==> src/rtl/fb_pkg.sv <==
// -----------------------------------------------------------------------------
// fb_pkg
// Shared frame-buffer definitions used by the line writer and the read side.
//   - Screen geometry (H_RES x V_RES) and linear address width.
//   - Pixel/coordinate typedefs.
//   - Line-writer state enum.
//   - Small helpers for the 12-bit signed Bresenham datapath.
// -----------------------------------------------------------------------------
package fb_pkg;

  localparam int H_RES     = 640;
  localparam int V_RES     = 480;
  localparam int FB_PIXELS = H_RES * V_RES;  // 307200
  localparam int ADDR_W    = 19;

  // Width of the signed line-drawing datapath; wide enough for 2*err.
  localparam int CW = 12;

  typedef logic [3:0] color_t;
  typedef logic [9:0] xcoord_t;
  typedef logic [8:0] ycoord_t;
  typedef logic signed [CW-1:0] coord_t;

  typedef enum logic [1:0] {
    ST_IDLE  = 2'd0,
    ST_SETUP = 2'd1,
    ST_DRAW  = 2'd2,
    ST_FRAME = 2'd3
  } wr_state_t;

  localparam coord_t ZERO_C = '0;
  localparam coord_t ONE_C  = coord_t'(1);
  localparam coord_t H_LIM  = coord_t'(H_RES);
  localparam coord_t V_LIM  = coord_t'(V_RES);

  function automatic coord_t abs_c(input coord_t v);
    return (v < ZERO_C) ? -v : v;
  endfunction

  // True when the pixel lands inside the visible area.
  function automatic logic on_screen(input coord_t x, input coord_t y);
    return (x >= ZERO_C) && (x < H_LIM) && (y >= ZERO_C) && (y < V_LIM);
  endfunction

endpackage

==> src/rtl/fb_addr_calc.sv <==
// -----------------------------------------------------------------------------
// fb_addr_calc
// Combinational row/column to linear frame-buffer address: row*640 + col,
// built as (row<<9) + (row<<7) + col so no multiplier is needed.
// Ports:
//   i_row  [8:0]         pixel row
//   i_col  [9:0]         pixel column
//   o_addr [ADDR_W-1:0]  linear address
// -----------------------------------------------------------------------------
module fb_addr_calc
  import fb_pkg::*;
(
  input  logic [8:0]        i_row,
  input  logic [9:0]        i_col,
  output logic [ADDR_W-1:0] o_addr
);

  logic [ADDR_W-1:0] w_row;
  logic [ADDR_W-1:0] w_col;

  // Widen first: even row 511 / col 1023 fit in 19 bits, so nothing wraps.
  assign w_row  = {{(ADDR_W-9){1'b0}}, i_row};
  assign w_col  = {{(ADDR_W-10){1'b0}}, i_col};
  assign o_addr = (w_row << 9) + (w_row << 7) + w_col;

endmodule

==> src/rtl/fb_line_writer.sv <==
// -----------------------------------------------------------------------------
// fb_line_writer
// Producer side of the frame-buffer write port. Accepts line commands,
// rasterises them with Bresenham (one pixel per cycle) and pulses done on a
// frame-end command so the buffer controller can rotate its buffers.
// Ports:
//   clk, rst              clock, synchronous active-high reset
//   cmd_valid/cmd_ready   command handshake
//   cmd_frame_end         1 = frame-end command (coordinates ignored)
//   x0,y0,x1,y1           line end points
//   cmd_color             line colour
//   w_addr                pixel address y*640+x (registered)
//   color_out             colour of the line being drawn
//   en_w                  pixel write strobe (registered)
//   done                  one-cycle end-of-frame pulse (registered)
//   busy                  writer not idle
// -----------------------------------------------------------------------------
module fb_line_writer
  import fb_pkg::*;
(
  input  logic              clk,
  input  logic              rst,
  input  logic              cmd_valid,
  output logic              cmd_ready,
  input  logic              cmd_frame_end,
  input  logic [9:0]        x0,
  input  logic [8:0]        y0,
  input  logic [9:0]        x1,
  input  logic [8:0]        y1,
  input  logic [3:0]        cmd_color,
  output logic [ADDR_W-1:0] w_addr,
  output logic [3:0]        color_out,
  output logic              en_w,
  output logic              done,
  output logic              busy
);

  wr_state_t r_state, w_state_next;

  coord_t r_cur_x, w_cur_x_next;
  coord_t r_cur_y, w_cur_y_next;
  coord_t r_end_x, w_end_x_next;
  coord_t r_end_y, w_end_y_next;
  coord_t r_dx,    w_dx_next;
  coord_t r_dy,    w_dy_next;
  coord_t r_sx,    w_sx_next;
  coord_t r_sy,    w_sy_next;
  coord_t r_err,   w_err_next;
  color_t r_color, w_color_next;

  logic              r_cmd_ready;
  logic              r_en_w;
  logic              r_done;
  logic [ADDR_W-1:0] r_addr;
  logic [ADDR_W-1:0] w_addr_calc;

  logic              w_accept;
  logic              w_at_end;
  logic              w_step_x;
  logic              w_step_y;
  logic signed [CW:0] w_e2;
  logic signed [CW:0] w_dx_ext;
  logic signed [CW:0] w_dy_ext;

  assign w_accept = cmd_valid && r_cmd_ready;
  assign w_at_end = (r_cur_x == r_end_x) && (r_cur_y == r_end_y);

  // Compare 2*err one bit wider so the doubling can never overflow.
  assign w_e2     = $signed({r_err, 1'b0});
  assign w_dx_ext = (CW+1)'(r_dx);
  assign w_dy_ext = (CW+1)'(r_dy);
  assign w_step_x = (w_e2 >= w_dy_ext);
  assign w_step_y = (w_e2 <= w_dx_ext);

  always_comb begin
    w_state_next = r_state;
    w_cur_x_next = r_cur_x;
    w_cur_y_next = r_cur_y;
    w_end_x_next = r_end_x;
    w_end_y_next = r_end_y;
    w_dx_next    = r_dx;
    w_dy_next    = r_dy;
    w_sx_next    = r_sx;
    w_sy_next    = r_sy;
    w_err_next   = r_err;
    w_color_next = r_color;

    case (r_state)
      ST_IDLE: begin
        if (w_accept) begin
          if (cmd_frame_end) begin
            w_state_next = ST_FRAME;
          end else begin
            w_cur_x_next = $signed({2'b00, x0});
            w_cur_y_next = $signed({3'b000, y0});
            w_end_x_next = $signed({2'b00, x1});
            w_end_y_next = $signed({3'b000, y1});
            w_color_next = cmd_color;
            w_state_next = ST_SETUP;
          end
        end
      end

      ST_SETUP: begin
        w_dx_next    = abs_c(r_end_x - r_cur_x);
        w_dy_next    = -abs_c(r_end_y - r_cur_y);
        w_sx_next    = (r_cur_x < r_end_x) ? ONE_C : -ONE_C;
        w_sy_next    = (r_cur_y < r_end_y) ? ONE_C : -ONE_C;
        w_err_next   = w_dx_next + w_dy_next;
        w_state_next = ST_DRAW;
      end

      ST_DRAW: begin
        if (w_at_end) begin
          w_state_next = ST_IDLE;
        end else begin
          // A diagonal step applies both moves and both error terms.
          if (w_step_x) w_cur_x_next = r_cur_x + r_sx;
          if (w_step_y) w_cur_y_next = r_cur_y + r_sy;
          w_err_next = r_err + (w_step_x ? r_dy : ZERO_C)
                             + (w_step_y ? r_dx : ZERO_C);
        end
      end

      ST_FRAME: begin
        w_state_next = ST_IDLE;
      end

      default: begin
        w_state_next = ST_IDLE;
      end
    endcase
  end

  // Address of the pixel that will be shown next cycle, so the strobe and
  // address come straight out of flops while the pixel is on the bus.
  fb_addr_calc u_addr_calc (
    .i_row  (w_cur_y_next[8:0]),
    .i_col  (w_cur_x_next[9:0]),
    .o_addr (w_addr_calc)
  );

  always_ff @(posedge clk) begin
    if (rst) begin
      r_state     <= ST_IDLE;
      r_cur_x     <= ZERO_C;
      r_cur_y     <= ZERO_C;
      r_end_x     <= ZERO_C;
      r_end_y     <= ZERO_C;
      r_dx        <= ZERO_C;
      r_dy        <= ZERO_C;
      r_sx        <= ZERO_C;
      r_sy        <= ZERO_C;
      r_err       <= ZERO_C;
      r_color     <= '0;
      r_cmd_ready <= 1'b0;
      r_en_w      <= 1'b0;
      r_done      <= 1'b0;
      r_addr      <= '0;
    end else begin
      r_state     <= w_state_next;
      r_cur_x     <= w_cur_x_next;
      r_cur_y     <= w_cur_y_next;
      r_end_x     <= w_end_x_next;
      r_end_y     <= w_end_y_next;
      r_dx        <= w_dx_next;
      r_dy        <= w_dy_next;
      r_sx        <= w_sx_next;
      r_sy        <= w_sy_next;
      r_err       <= w_err_next;
      r_color     <= w_color_next;
      r_cmd_ready <= (w_state_next == ST_IDLE);
      r_done      <= (w_state_next == ST_FRAME);
      // Off-screen pixels still take their DRAW cycle, just without a write.
      r_en_w      <= (w_state_next == ST_DRAW) && on_screen(w_cur_x_next, w_cur_y_next);
      if (w_state_next == ST_DRAW) begin
        r_addr <= w_addr_calc;
      end
    end
  end

  assign cmd_ready = r_cmd_ready;
  assign w_addr    = r_addr;
  assign color_out = r_color;
  assign en_w      = r_en_w;
  assign done      = r_done;
  assign busy      = (r_state != ST_IDLE);

endmodule

==> config.mk <==
export PLATFORM = sky130hd
export DESIGN_NAME = fb_line_writer
export DESIGN_NICKNAME = d
export VERILOG_FILES = /design/src/rtl/fb_pkg.sv /design/src/rtl/fb_addr_calc.sv /design/src/rtl/fb_line_writer.sv
export SDC_FILE = /design/constraint.sdc
export NUM_CORES = 1
export LEC_CHECK = 0
export CAP_MARGIN = 20
export CORE_ASPECT_RATIO = 1.5
export CORE_UTILIZATION = 40
export DETAILED_ROUTE_END_ITERATION = 8
export SETUP_SLACK_MARGIN = 0.02
export SLEW_MARGIN = 40
export SYNTH_ARGS = -nofsm -noshare
export SYNTH_HDL_FRONTEND = slang
export SYNTH_SLANG_ARGS = --single-unit
==> constraint.sdc <==
create_clock -name clk -period 14 [get_ports clk]
set_input_delay 1.4 -clock clk [delete_from_list [all_inputs] [get_ports clk]]
set_output_delay 1.4 -clock clk [all_outputs]
set_load 0.1 [all_outputs]
==> results of run 1 <==
## report_power, final
| part | leakage [nW] | total, mW | switching [mW] | internal, mW |
|---|---|---|---|---|
| Sequential | 0.895 | 0.392 | 0.0401 | 0.352 |
| Combinational | 3.57 | 1.76 | 1.08 | 0.675 |
| Clock | 0.163 | 0.304 | 0.138 | 0.165 |
## kinds of logic after synthesis
family / count (synthesis)
flops: 110
compound gates: 328
simple gates: 437
buf+inv: 136
mux: 9
fa+ha+maj: 123
xor+xnor: 75
## state kept, by name, summed over array words and instances, names as in the netlist, 4 cells and up
name / cells
w_addr: 19
r_cur_x: 12
r_cur_y: 12
r_dx: 12
r_dy: 12
r_err: 12
r_end_x: 10
r_end_y: 9
color_out: 4
## worst min-delay path, stage by stage, from the launching register on
cell	delay [ps]
dfxtp_1	310
nand2_1	50
a21oi_1	50
## final timing paths
kind	startpoint	endpoint	slack, ps	cells past startpoint
hold reg to reg	r_dy[2]	r_dy[2]	460	2
setup reg to reg	r_dx[11]	w_addr[18]	8420	21
setup / recovery	r_dx[11]	w_addr[18]	8420	21
hold / removal	r_dy[2]	r_dy[2]	460	2
## area by class of cell
class                   count  area (um2)  area share (%)
repair buffers             83       663.1           6.226
flip-flops and latches    110        2202           20.67
well taps                 315       394.1           3.700
inverters                  90       337.8           3.172
clock buffers              10       239.0           2.244
clock inverters             6       98.84          0.9280
multi-input cells         972        6716           63.06
## synth_stat cells (9+ instances only)
| library cell | instances |
|---|---|
| inv_1 | 90 |
| dfxtp_1 | 110 |
| ha_1 | 104 |
| a211oi_1 | 25 |
| xor2_1 | 18 |
| nor2_1 | 128 |
| o21bai_1 | 14 |
| nor3_1 | 50 |
| and2_1 | 12 |
| o21a_1 | 10 |
| a21oi_1 | 119 |
| nand2_1 | 132 |
| nand3_1 | 22 |
| nand2b_1 | 11 |
| xnor2_1 | 55 |
| or3_1 | 17 |
| a21o_1 | 16 |
| o22ai_1 | 9 |
| o211a_1 | 11 |
| o21ai_0 | 49 |
| clkbuf_1 | 40 |
| fa_1 | 19 |
| nor2b_1 | 14 |
## per-layer routing
metal	wire [um]	share of wire, %	GRT usage, %	vias to the layer above
li1	-	-	-	4422
met1	11050	40	24.99	4123
met2	14830	54	46.26	154
met3	673	2.4	2.756	53
met4	1077	3.9	10.85	0
met5	0	0	0	-
==> flow_summary.toml, run 1 <==
[min_path]
hold_class = "register to register"

[clock_network]
clk_pin_slew_worst_paths_ps = 80
cts_resized = 0
cts_made_buffers = 9
hold_buffers = 0
clk_path_buf_depth = 2
post_cts_buffers = 0
root_buffer = "clkbuf_16"
clk_latency_ps = 380
cts_tree = "done"
cts_sinks = 110
htreeDepth = 3

[synth]
synthesis.nets = 1387
synthArstFlopShare_pct = 0
synth_cell_types = 84
yosysTopAreaCell = "dfxtp_1"
ys_warn_count = 0
yosys.area_share.adder_pct = 17.85
synth-seq-cells = 110
avgSynthCellArea_um2 = 7.734
synth_enable_flop_cells = 0
synthCells = 1218
yosys.area_share.simple_pct = 22.09
synth_area_leaders = "dfxtp_1 (23%), ha_1 (14%), a21oi_1 (6.3%)"
synthMuxAreaShare_pct = 0.9829
synth_area_mm2 = 0.009420
yosysTopAreaCellShare_pct = 23.38
ys.flop_type = "dfxtp_1"
yosysSeqAreaShare_pct = 23.38
synth_compound_area_share_pct = 23.02
synth_top_family_by_area = "compound AO/OA/AOI/OAI gates"
synth-xor-area-share_pct = 7.132

[sta]
rsz0062_at_grt = "false"
tns_ps = 0
finalWorstSetupSlack_ps = 8425
fin_hold_ws_ps = 456.1
skew_ps = 12.62
period_share_pct = 39.82
fmax_ghz = 0.1794
hold_viol = 0
setup_viol = 0
slew_headroom_pct = 47.43
drv_slew = 0
period_needed_ps = 5575
tightest_slew_ps = 787.7

[routing]
drt-total-wl_mm = 27.63
wl_per_cell_um = 17.42
first_iter_violations = 493
drt_pass1_iterations = 5
ant_nets = 0
drc = 0
viasPerCell = 5.518
vias = 8752

[cells_and_area]
drive_gt1_share_pct = 6.688
final.fill_count = 2371
nNetsFinal = 1435
area_growth_pct = 13.07
layout_common_cells = "nand2_1 (131), nor2_1 (126), a21oi_1 (119), dfxtp_1 (110), ha_1 (104)"
finish.utilization_pct = 46.20
finalInstanceArea_mm2 = 0.01065
fin_cells = 1586
final_common_cell = "nand2_1"
n_antenna_cell = 0

[floorplan]
dieArea_mm2 = 0.02418
io_pins = 73
die_w_um = 127.3
core_area_mm2 = 0.02306
start_util_pct = 40.86
die_y_um = 190.0
rows = 68

[worst_setup_path]
cp-start-kind = "register"
path_buf_inv = 1
cp_slowest_cell = "or4_4"
end_kind = "register"
cp_cell_sequence = "inv_1, ha_1, nand4_4, or4_4, nand2_2, a21oi_2, nor3_4, o21ai_4, a221oi_1, fa_1, fa_1, a21o_1, a21oi_1, o21bai_1, a21oi_1, o21bai_1, a21o_1, a21oi_1, nor3_1, a21oi_1, nor2_1"
critical_path.most_common_cell = "a21oi_1"
critPathMaxFanout = 12
worst-setup-path-type = "register to register"
cpPeakStageDelay_ps = 550
critPathRequiredTime_ps = 14250
worst_ep_arrival_time_ps = 5830
path_delay_family = "compound AO/OA/AOI/OAI gates"

[placement]
gp_congestion = 0.9182
place_inst = 1569
hpwl_mm = 21.48
placed_cell_area_mm2 = 0.01030
pre_cts_ws_ps = 8094
io_buffers = 72

[power_and_ir_drop]
p_leak_nw = 4.630
pwr_density_cell_mw_per_mm2 = 230.4
ir_drop_uv = 134.2
totalPowerFinal_mw = 2.454

[status]
status = "completed"

[global_routing]
grt_overflow = 0
grt_pass1_wl_mm = 44.75
grt_pass1_vias = 8750
grt_use_total_pct = 23.75
grt_max_degree = 65
antenna_found_initial = 0

[job]
max-cap-violations = 0
Power figures use the tool's default switching activity.
==> inputs of run 2 (changes only) <==
==> constraint.sdc (replaced) <==
create_clock -name clk -period 5.6 [get_ports clk]
set_input_delay 0.56 -clock clk [delete_from_list [all_inputs] [get_ports clk]]
set_output_delay 0.56 -clock clk [all_outputs]
set_load 0.1 [all_outputs]
==> run 2 against run 1 <==
Net effect: first-iteration DRC count shrank 2.2%; power grew to 2.5 times the previous value; critical path depth is the same; hold slack lost 1.4 ps; register-to-register slack lost 8100 ps; sequential share of layout area shrank 0.24 points; global-route usage grew 0.50 points; core utilization grew 0.54 points; clock power grew 120%; non-clock buffer count grew 21; final cell count grew 1.3%; critical endpoint is now r_err[11]; largest cell class unchanged.
==> flow_summary.toml, run 2 (synthesis gave the netlist of run 1 again) <==
[floorplan]
rows = 68
io_pins = 73
dieArea_mm2 = 0.02418
start_util_pct = 40.86
core_area_mm2 = 0.02306
die_y_um = 190.0
die_w_um = 127.3

[worst_setup_path]
end_kind = "register"
critPathMaxFanout = 11
cp-start-kind = "register"
critPathRequiredTime_ps = 5860
worst-setup-path-type = "register to register"
worst_ep_arrival_time_ps = 5530

[placement]
place_inst = 1590
gp_congestion = 0.8747
hpwl_mm = 22.03
io_buffers = 72

[sta]
rsz0062_at_grt = "false"
period_needed_ps = 5269
period_share_pct = 94.09
tns_ps = 0
setup_viol = 0
tightest_slew_ps = 793.1
skew_ps = 9.377
hold_viol = 0
slew_headroom_pct = 46.29
drv_slew = 0
fmax_ghz = 0.1898

[cells_and_area]
final_common_cell = "nand2_1"
largest_register_ffs = 19
drive_gt1_share_pct = 8.204
nNetsFinal = 1456
area_growth_pct = 14.40
fin_cells = 1607
layout_common_cells = "nand2_1 (132), nor2_1 (126), a21oi_1 (118), dfxtp_1 (110), ha_1 (104)"
final.fill_count = 2348
n_antenna_cell = 0

[power_and_ir_drop]
p_leak_nw = 4.727
swShare_pct = 51.87
p_seq_share_pct = 15.6
intPower_mw = 2.979
power_frac_clock_pct = 10.9
combPwrFrac_pct = 73.4
pwr_density_cell_mw_per_mm2 = 574.3
ir_drop_uv = 284.2
netSwitchingPower_mw = 3.210

[clock_network]
root_buffer = "clkbuf_16"
clk_pin_slew_worst_paths_ps = 80
clk_path_buf_depth = 2
cts_sinks = 110
htreeDepth = 3
cts_made_buffers = 9
clk_latency_ps = 380
cts_tree = "done"

[global_routing]
grt_max_degree = 56
antenna_found_initial = 0
grt_overflow = 0
grt_use_total_pct = 24.26
grt_pass1_wl_mm = 45.43
grt_pass1_vias = 8788

[status]
status = "completed"

[routing]
first_iter_violations = 482
drt_pass1_iterations = 6
drt-total-wl_mm = 28.12
wl_per_cell_um = 17.50
viasPerCell = 5.518
drc = 0
ant_nets = 0
vias = 8867

[min_path]
hold_class = "register to register"

[job]
max-cap-violations = 0
[run 2: changes by cell type in the layout (fill, tap and decap cells not counted), sizes merged]
cell,change
clkinvlp,-1
clkinv,+3
bufinv,-2
clkbuf,-1
buf,+22
[run 2: final timing paths]
| kind | startpoint | to | slack (ps) | depth (start not counted) |
|---|---|---|---|---|
| min | w_addr[8] | w_addr[8] | 450 | 2 |
| max | r_dx[10] | r_err[11] | 330 | 21 |
| max reg2reg | r_dx[10] | r_err[11] | 330 | 21 |
| min reg2reg | w_addr[8] | w_addr[8] | 450 | 2 |
[run 2: through the flow]
stage	instance area, um2	setup slack, ps	utilization [%]	hold slack [ps]	total power, mW
final	10780	330.7	46.74	454.7	6.189
after global routing	10780	26.34	46.74	466.0	6.730
after CTS	10750	115.0	46.63	458.6	6.166
after detailed placement	10450	178.9	45.32	441.4	5.462
after global placement	10590	188.2	45.91	441.7	5.455
after floorplan	9420	790.6	-	436.3	4.315
[run 2: metal layers]
layer,GRT usage (%),share of wire [%]
met3,3.009,2.6
met5,0,0
met2,46.78,54
met4,12.27,4.5
met1,25.32,39
[run 2: power by group through the flow]
stage	sequential (mW)	combinational [mW]	clock, mW
2_1_floorplan	1.13	3.18	0
3_3_place_gp	0.985	4.47	0
3_5_place_dp	0.986	4.48	0
4_1_cts	0.968	4.50	0.695
5_1_grt	0.981	5.03	0.722
6_report	0.967	4.55	0.677
[run 2: layout make-up]
class	count	area [um2]	share of cell area, %
flip-flops and latches	110	2202	20.43
multi-input cells	972	6718	62.34
clock inverters	6	62.56	0.5805
repair buffers	104	823.3	7.640
clock buffers	10	239.0	2.218
inverters	90	337.8	3.135
well taps	315	394.1	3.657
[run 2: timing repair]
item	CTS	global route
setup endpoints to repair	0	6
hold buffers	0	0
buffers inserted	0	1
resized for setup	0	6
[run 2: critical path, cell delays in order, from the launching register on]
cell	delay, ps
dfxtp_1	340
inv_1	70
ha_1	370
a21o_1	210
a21o_1	200
a221oi_4	410
a21oi_2	140
buf_4	210
nor3_1	240
fa_1	460
ha_1	250
fa_1	420
a21oi_1	260
nor2_1	90
o21ai_1	180
a21oi_1	150
o41ai_2	310
o21ai_0	200
xnor2_1	260
o21ai_0	120
o211ai_1	160
nand3_1	100
